### config.mk
export PLATFORM = sky130hd
export DESIGN_NAME = fifo_rd_drain_ctrl_flat
export DESIGN_NICKNAME = d
export VERILOG_FILES = /design/src/rtl/fifo_rd_drain_ctrl_if.sv /design/src/rtl/fifo_rd_drain_ctrl.sv /design/src/flat_wrapper.sv
export SDC_FILE = /design/constraint.sdc
export NUM_CORES = 1
export LEC_CHECK = 0
export BUFFER_PORTS_ARGS = -buffer_cell sky130_fd_sc_hd__buf_2
export CORE_ASPECT_RATIO = 0.7
export CORE_MARGIN = 3
export CORE_UTILIZATION = 51
export CTS_CLUSTER_DIAMETER = 100
export DETAILED_ROUTE_END_ITERATION = 12
export PLACE_DENSITY_LB_ADDON = 0.1
export SYNTH_ARGS = -nofsm -noshare
export SYNTH_HDL_FRONTEND = slang
export SYNTH_SLANG_ARGS = --single-unit
### constraint.sdc
create_clock -name clk -period 1.81 [get_ports clk]
set_input_delay 0.0905 -clock clk [delete_from_list [all_inputs] [get_ports clk]]
set_output_delay 0.0905 -clock clk [all_outputs]
set_load 0.01 [all_outputs]
### src/rtl/fifo_rd_drain_ctrl_if.sv
// Handshake bundle for the FIFO read-side drain controller: FIFO pop port plus valid/ready slice stream.
// The controller uses the master modport; the FIFO and the downstream consumer sit on the slave side.
interface fifo_rd_drain_ctrl_if #(
    parameter int IN_WIDTH  = 16,
    parameter int OUT_WIDTH = 8
);
    logic                 fifo_empty;
    logic [IN_WIDTH-1:0]  fifo_rd_data;
    logic                 fifo_rd_inc;
    logic [OUT_WIDTH-1:0] out_data;
    logic                 out_valid;
    logic                 out_ready;

    modport master (
        input  fifo_empty,
        input  fifo_rd_data,
        output fifo_rd_inc,
        output out_data,
        output out_valid,
        input  out_ready
    );

    modport slave (
        output fifo_empty,
        output fifo_rd_data,
        input  fifo_rd_inc,
        input  out_data,
        input  out_valid,
        output out_ready
    );
endinterface

### src/rtl/fifo_rd_drain_ctrl.sv
// Pops FIFO words and streams them out as OUT_WIDTH slices, MSB slice first, with no bubble between words.
// Optional delivered-word counter is enabled by defining DRAIN_WORD_CNT_EN.
module fifo_rd_drain_ctrl #(
    parameter int IN_WIDTH  = 16,
    parameter int OUT_WIDTH = 8
`ifdef DRAIN_WORD_CNT_EN
    ,
    parameter int CNT_WIDTH = 16
`endif
) (
    input  logic                  clk,
    input  logic                  rst,
    fifo_rd_drain_ctrl_if.master  bus,
    input  logic                  flush_i,
    output logic                  busy_o
`ifdef DRAIN_WORD_CNT_EN
    ,
    output logic [CNT_WIDTH-1:0]  word_cnt_o
`endif
);
    localparam int NSLICE = IN_WIDTH / OUT_WIDTH;
    localparam int IDX_W  = (NSLICE > 1) ? $clog2(NSLICE) : 1;
    localparam logic [IDX_W-1:0] LAST_IDX = IDX_W'(NSLICE - 1);

    typedef enum logic {IDLE, SEND} state_t;

    state_t               state_q, state_d;
    logic [IN_WIDTH-1:0]  word_q, word_d;
    logic [IDX_W-1:0]     idx_q, idx_d;
    logic [OUT_WIDTH-1:0] out_data_q, out_data_d;
    logic                 out_valid_q, out_valid_d;
    logic                 accept_last;
    logic                 pop;

    function automatic logic [OUT_WIDTH-1:0] slice_of(input logic [IN_WIDTH-1:0] w,
                                                      input logic [IDX_W-1:0]    k);
        return w[IN_WIDTH-1-int'(k)*OUT_WIDTH -: OUT_WIDTH];
    endfunction

    assign accept_last = (state_q == SEND) && out_valid_q && bus.out_ready && (idx_q == LAST_IDX);

    // NOTE: pop is Mealy so a waiting word is taken in the same cycle EMPTY falls; rst gates it
    // combinationally because the FIFO would otherwise see a pop while this block is held in reset.
    assign pop = !rst && !flush_i && !bus.fifo_empty && ((state_q == IDLE) || accept_last);

    always_comb begin
        // NOTE: every next-state signal gets its hold value first so no path can infer a latch.
        state_d     = state_q;
        word_d      = word_q;
        idx_d       = idx_q;
        out_data_d  = out_data_q;
        out_valid_d = out_valid_q;

        if (flush_i) begin
            state_d     = IDLE;
            out_valid_d = 1'b0;
            idx_d       = '0;
        end else if (pop) begin
            state_d     = SEND;
            word_d      = bus.fifo_rd_data;
            idx_d       = '0;
            out_data_d  = slice_of(bus.fifo_rd_data, '0);
            out_valid_d = 1'b1;
        end else if (state_q == SEND && out_valid_q && bus.out_ready) begin
            if (idx_q != LAST_IDX) begin
                idx_d      = idx_q + 1'b1;
                out_data_d = slice_of(word_q, idx_q + 1'b1);
            end else begin
                state_d     = IDLE;
                out_valid_d = 1'b0;
            end
        end
    end

    // NOTE: sequential state uses non-blocking assignments so every register samples pre-edge values.
    always_ff @(posedge clk or posedge rst) begin
        if (rst) begin
            state_q     <= IDLE;
            word_q      <= '0;
            idx_q       <= '0;
            out_data_q  <= '0;
            out_valid_q <= 1'b0;
        end else begin
            state_q     <= state_d;
            word_q      <= word_d;
            idx_q       <= idx_d;
            out_data_q  <= out_data_d;
            out_valid_q <= out_valid_d;
        end
    end

    assign bus.fifo_rd_inc = pop;
    assign bus.out_data    = out_data_q;
    assign bus.out_valid   = out_valid_q;
    assign busy_o          = (state_q != IDLE);

`ifdef DRAIN_WORD_CNT_EN
    logic [CNT_WIDTH-1:0] word_cnt_q, word_cnt_d;

    // Counts on acceptance of the final slice; a flush never clears it.
    always_comb begin
        word_cnt_d = word_cnt_q;
        if (accept_last) word_cnt_d = word_cnt_q + 1'b1;
    end

    always_ff @(posedge clk or posedge rst) begin
        if (rst) word_cnt_q <= '0;
        else     word_cnt_q <= word_cnt_d;
    end

    assign word_cnt_o = word_cnt_q;
`endif
endmodule

### src/flat_wrapper.sv
// flat-port wrapper written by rule: the top's interface ports become plain ports
module fifo_rd_drain_ctrl_flat 
#(
    parameter int IN_WIDTH  = 16,
    parameter int OUT_WIDTH = 8

)
  (clk, rst, flush_i, busy_o, bus_fifo_empty, bus_fifo_rd_data, bus_fifo_rd_inc, bus_out_data, bus_out_valid, bus_out_ready);
  fifo_rd_drain_ctrl_if #(.IN_WIDTH(IN_WIDTH), .OUT_WIDTH(OUT_WIDTH)) bus_i ();
  input  logic clk;
  input  logic rst;
  input  logic flush_i;
  output logic busy_o;
  input wire logic [$bits(bus_i.fifo_empty)-1:0] bus_fifo_empty;
  input wire logic [$bits(bus_i.fifo_rd_data)-1:0] bus_fifo_rd_data;
  output wire logic [$bits(bus_i.fifo_rd_inc)-1:0] bus_fifo_rd_inc;
  output wire logic [$bits(bus_i.out_data)-1:0] bus_out_data;
  output wire logic [$bits(bus_i.out_valid)-1:0] bus_out_valid;
  input wire logic [$bits(bus_i.out_ready)-1:0] bus_out_ready;
  assign bus_i.fifo_empty = bus_fifo_empty;
  assign bus_i.fifo_rd_data = bus_fifo_rd_data;
  assign bus_fifo_rd_inc = bus_i.fifo_rd_inc;
  assign bus_out_data = bus_i.out_data;
  assign bus_out_valid = bus_i.out_valid;
  assign bus_i.out_ready = bus_out_ready;
  fifo_rd_drain_ctrl #(.IN_WIDTH(IN_WIDTH), .OUT_WIDTH(OUT_WIDTH)) u_core (.clk(clk), .rst(rst), .bus(bus_i), .flush_i(flush_i), .busy_o(busy_o));
endmodule
==> results.yml <==
yosys:
  synth_edf_count: 0
  synth_area_leaders: "dfrtp_1 53%, nand2_1 17%, nor2b_1 4.6%, a211oi_1 4.3%, o31ai_1 4.3%"
  yosys_most_used_dff: "dfrtp_1"
  synth.most_common_cell: "nand2_1"
  synthArstFlopShare_pct: 100
  synth_top_cell_by_area: "dfrtp_1"
  synth_warnings: 0
  ys_types: 22
  yosysTopAreaCellShare_pct: 52.8
  synth.cell_area_mm2: 0.00123
  syn_area_per_cell_um2: 9.12
  syn-num-nets: 156
  ys_seq_area_share_pct: 52.8
  synth_cells: 135
  yosys-top-cells-count: "56 x nand2_1, 26 x dfrtp_1, 9 x nor2_1, 9 x nor2b_1"
  synth-seq-cells: 26
min_path:
  hold_start: "bus_out_ready"
  min_to: "u_core.busy_o"
  hold_path.class: "input pin to flop"
  hold_depth: 4
global_routing:
  grt_pass1_vias: 956
  overflow: 0
  busiest_layer: "met2"
  antenna_found_initial: 0
  grt_max_degree: 27
  grt_usage_pct: 18.7
  grt_pass1_wl_um: 4260
  use_met1_pct: 23.3
  use_met3_pct: 5.02
  use_met2_pct: 33.9
timing:
  rsz0062_at_grt: "false"
  hold_violations: 0
  relSlewSlack_pct: 61.8
  fmax_ghz: 0.574
  tightest_slew_ns: 0.573
  fin_crit_sh_pct: 96.3
  fin_ws_ns: 0.0673
  finalSetupViolCount: 0
  finClkSkew_ns: 0.000850
  slew_viol_final: 0
  period_needed_ns: 1.74
  setup_tns_ns: 0
placement:
  gp_congestion: 0.725
  dpl.cell_count: 193
  io_buffers: 31
  pre_cts_slack_ns: 0.123
  hpwl_um: 1710
die:
  die_y_um: 47.1
  die_x_um: 64.7
  die_area_mm2: 0.00305
  core_mm2: 0.00222
  rows: 14
  start_util_pct: 55.3
  num_io_pins: 32
cells_and_area:
  layout.nets: 205
  syn2layout_area_growth_pct: 30.2
  num_antenna_cells: 0
  final_cells: 215
  seq_area_um2: 652
  drive_above_1_share_pct: 24.6
  n_fill_cell: 187
  multiInputGateArea_um2: 485
critical_path:
  slowest_delay_ns: 0.52
  start_kind: "input pin"
  r2r_end: "u_core.bus.out_data[5]"
  worst-path-buf-inv: 4
  critPathKind: "input pin to output port"
  r2r_cells: 5
  cp_common_cell: "buf_2"
  r2r-start: "u_core.busy_o"
  cpMaxStageDelayCell: "dlygate4sd3_1"
  cp.arrival_ns: 1.65
  path_delay_family: "buffers and inverters"
  worst-endpoint-required_ns: 1.72
  reg2reg_slack_ns: 0.21
  crit_chain: "dlygate4sd3_1 -> buf_2 -> or2_1 -> or3_4 -> clkinv_8 -> buf_2"
  crit_path_end_kind: "output port"
  cp_max_fo: 26
power:
  p_leak_uw: 0.000833
  p_per_area_mw_per_mm2: 874
  ir_drop_mv: 0.547
  power.total_uw: 1400
route:
  routed-via-count: 1027
  wl_um: 2480
  remaining_drc_errors: 0
  postRouteAntennaNets: 0
  initialDrtViolationCount: 72
  viasPerCell: 4.78
  dr.pass1.iters: 4
  wire_per_inst_um: 11.6
clocking:
  cts_tree: "yes"
  cts_max_level: 1
  numCtsBuffers: 3
  clock_latency_ns: 0.31
  path_clk_slew_ns: 0.13
  cts_buffer_depth: 2
  root_buffer: "clkbuf_4"
  clock-sinks: 26
run:
  drv_cap: 0
outcome:
  status: "finished clean"
[worst max-delay path by stage]
stage	from	to	slack, ns	cells after the start
after floorplan	u_core.busy_o	u_core.bus.out_data[2]	0.23	7
after global routing	u_core.busy_o	bus_fifo_rd_inc	0.007	4
final	rst	bus_fifo_rd_inc	0.07	6
after CTS	u_core.busy_o	bus_fifo_rd_inc	0.07	4
after detailed placement	u_core.busy_o	u_core.bus.out_data[5]	0.12	5
after global placement	u_core.busy_o	u_core.bus.out_data[2]	0.21	5
[per-stage QoR]
step	util [%]	instance area (um2)	hold slack [ns]
6_report	72.0	1600	0.122
3_3_place_gp	62.0	1380	0.172
2_1_floorplan	-	1230	0.131
5_1_grt	72.0	1600	0.149
3_5_place_dp	62.0	1380	0.175
4_1_cts	72.0	1600	0.0955
[cell families (layout without fill, tap and decap cells)]
logic type	Yosys count	after routing	synth area share, %
simple gates	78	78	26.3
flops	26	26	52.8
compound gates	19	19	12.7
buf+inv	12	60	8.13
[worst min-delay path, delay by kind of cell]
kind                   cells  cell delay, ns
AOI/OAI and AO/OA          1            0.06
buffers and inverters      1            0.11
and+or+nand+nor            2            0.16
[layout by cell type (no fill, tap or decap), types with 2 or more instances in the layout]
cell and n:
nand2_1 56, clkbuf_4 3, nor2_1 9, a211oi_1 7
dlygate4sd3_1 18, inv_1 2, dfrtp_1 25, o31ai_1 7
buf_2 31, buf_4 4, nor2b_1 9
[flip-flops by register name, summed over array words and instances (netlist names)]
signal and flops:
u_core.bus.out_data 8, u_core.word_q 16, u_core.idx_q 1, u_core.busy_o 1
[area by class of cell]
type                    instances  area share (%)
repair buffers                 53            22.8
inverters                       3            1.48
flip-flops and latches         26            40.7
clock buffers                   4            2.26
well taps                      32            2.50
multi-input cells              97            30.3
[per-layer routing]
| layer | routed length (um) | vias up |
|---|---|---|
| met5 | 0 | - |
| met1 | 1150 | 468 |
| met2 | 1200 | 23 |
| li1 | - | 534 |
| met3 | 122 | 2 |
| met4 | 10 | 0 |
[where the power goes]
group          switching, uW  total, uW  leakage, uW  internal [uW]
Sequential              62.2        760     0.000326            698
Clock                    161        284    0.0000210            123
Combinational            184        357     0.000486            172
[what timing repair did]
item | in CTS | in global routing
hold buffers | 18 | 0
hold endpoints to repair | 44 | 0
endpoints found under the setup margin | 1 | 1
setup buffers | 0 | 0
resized for setup | 1 | 1
(Power assumes the default switching activity.)
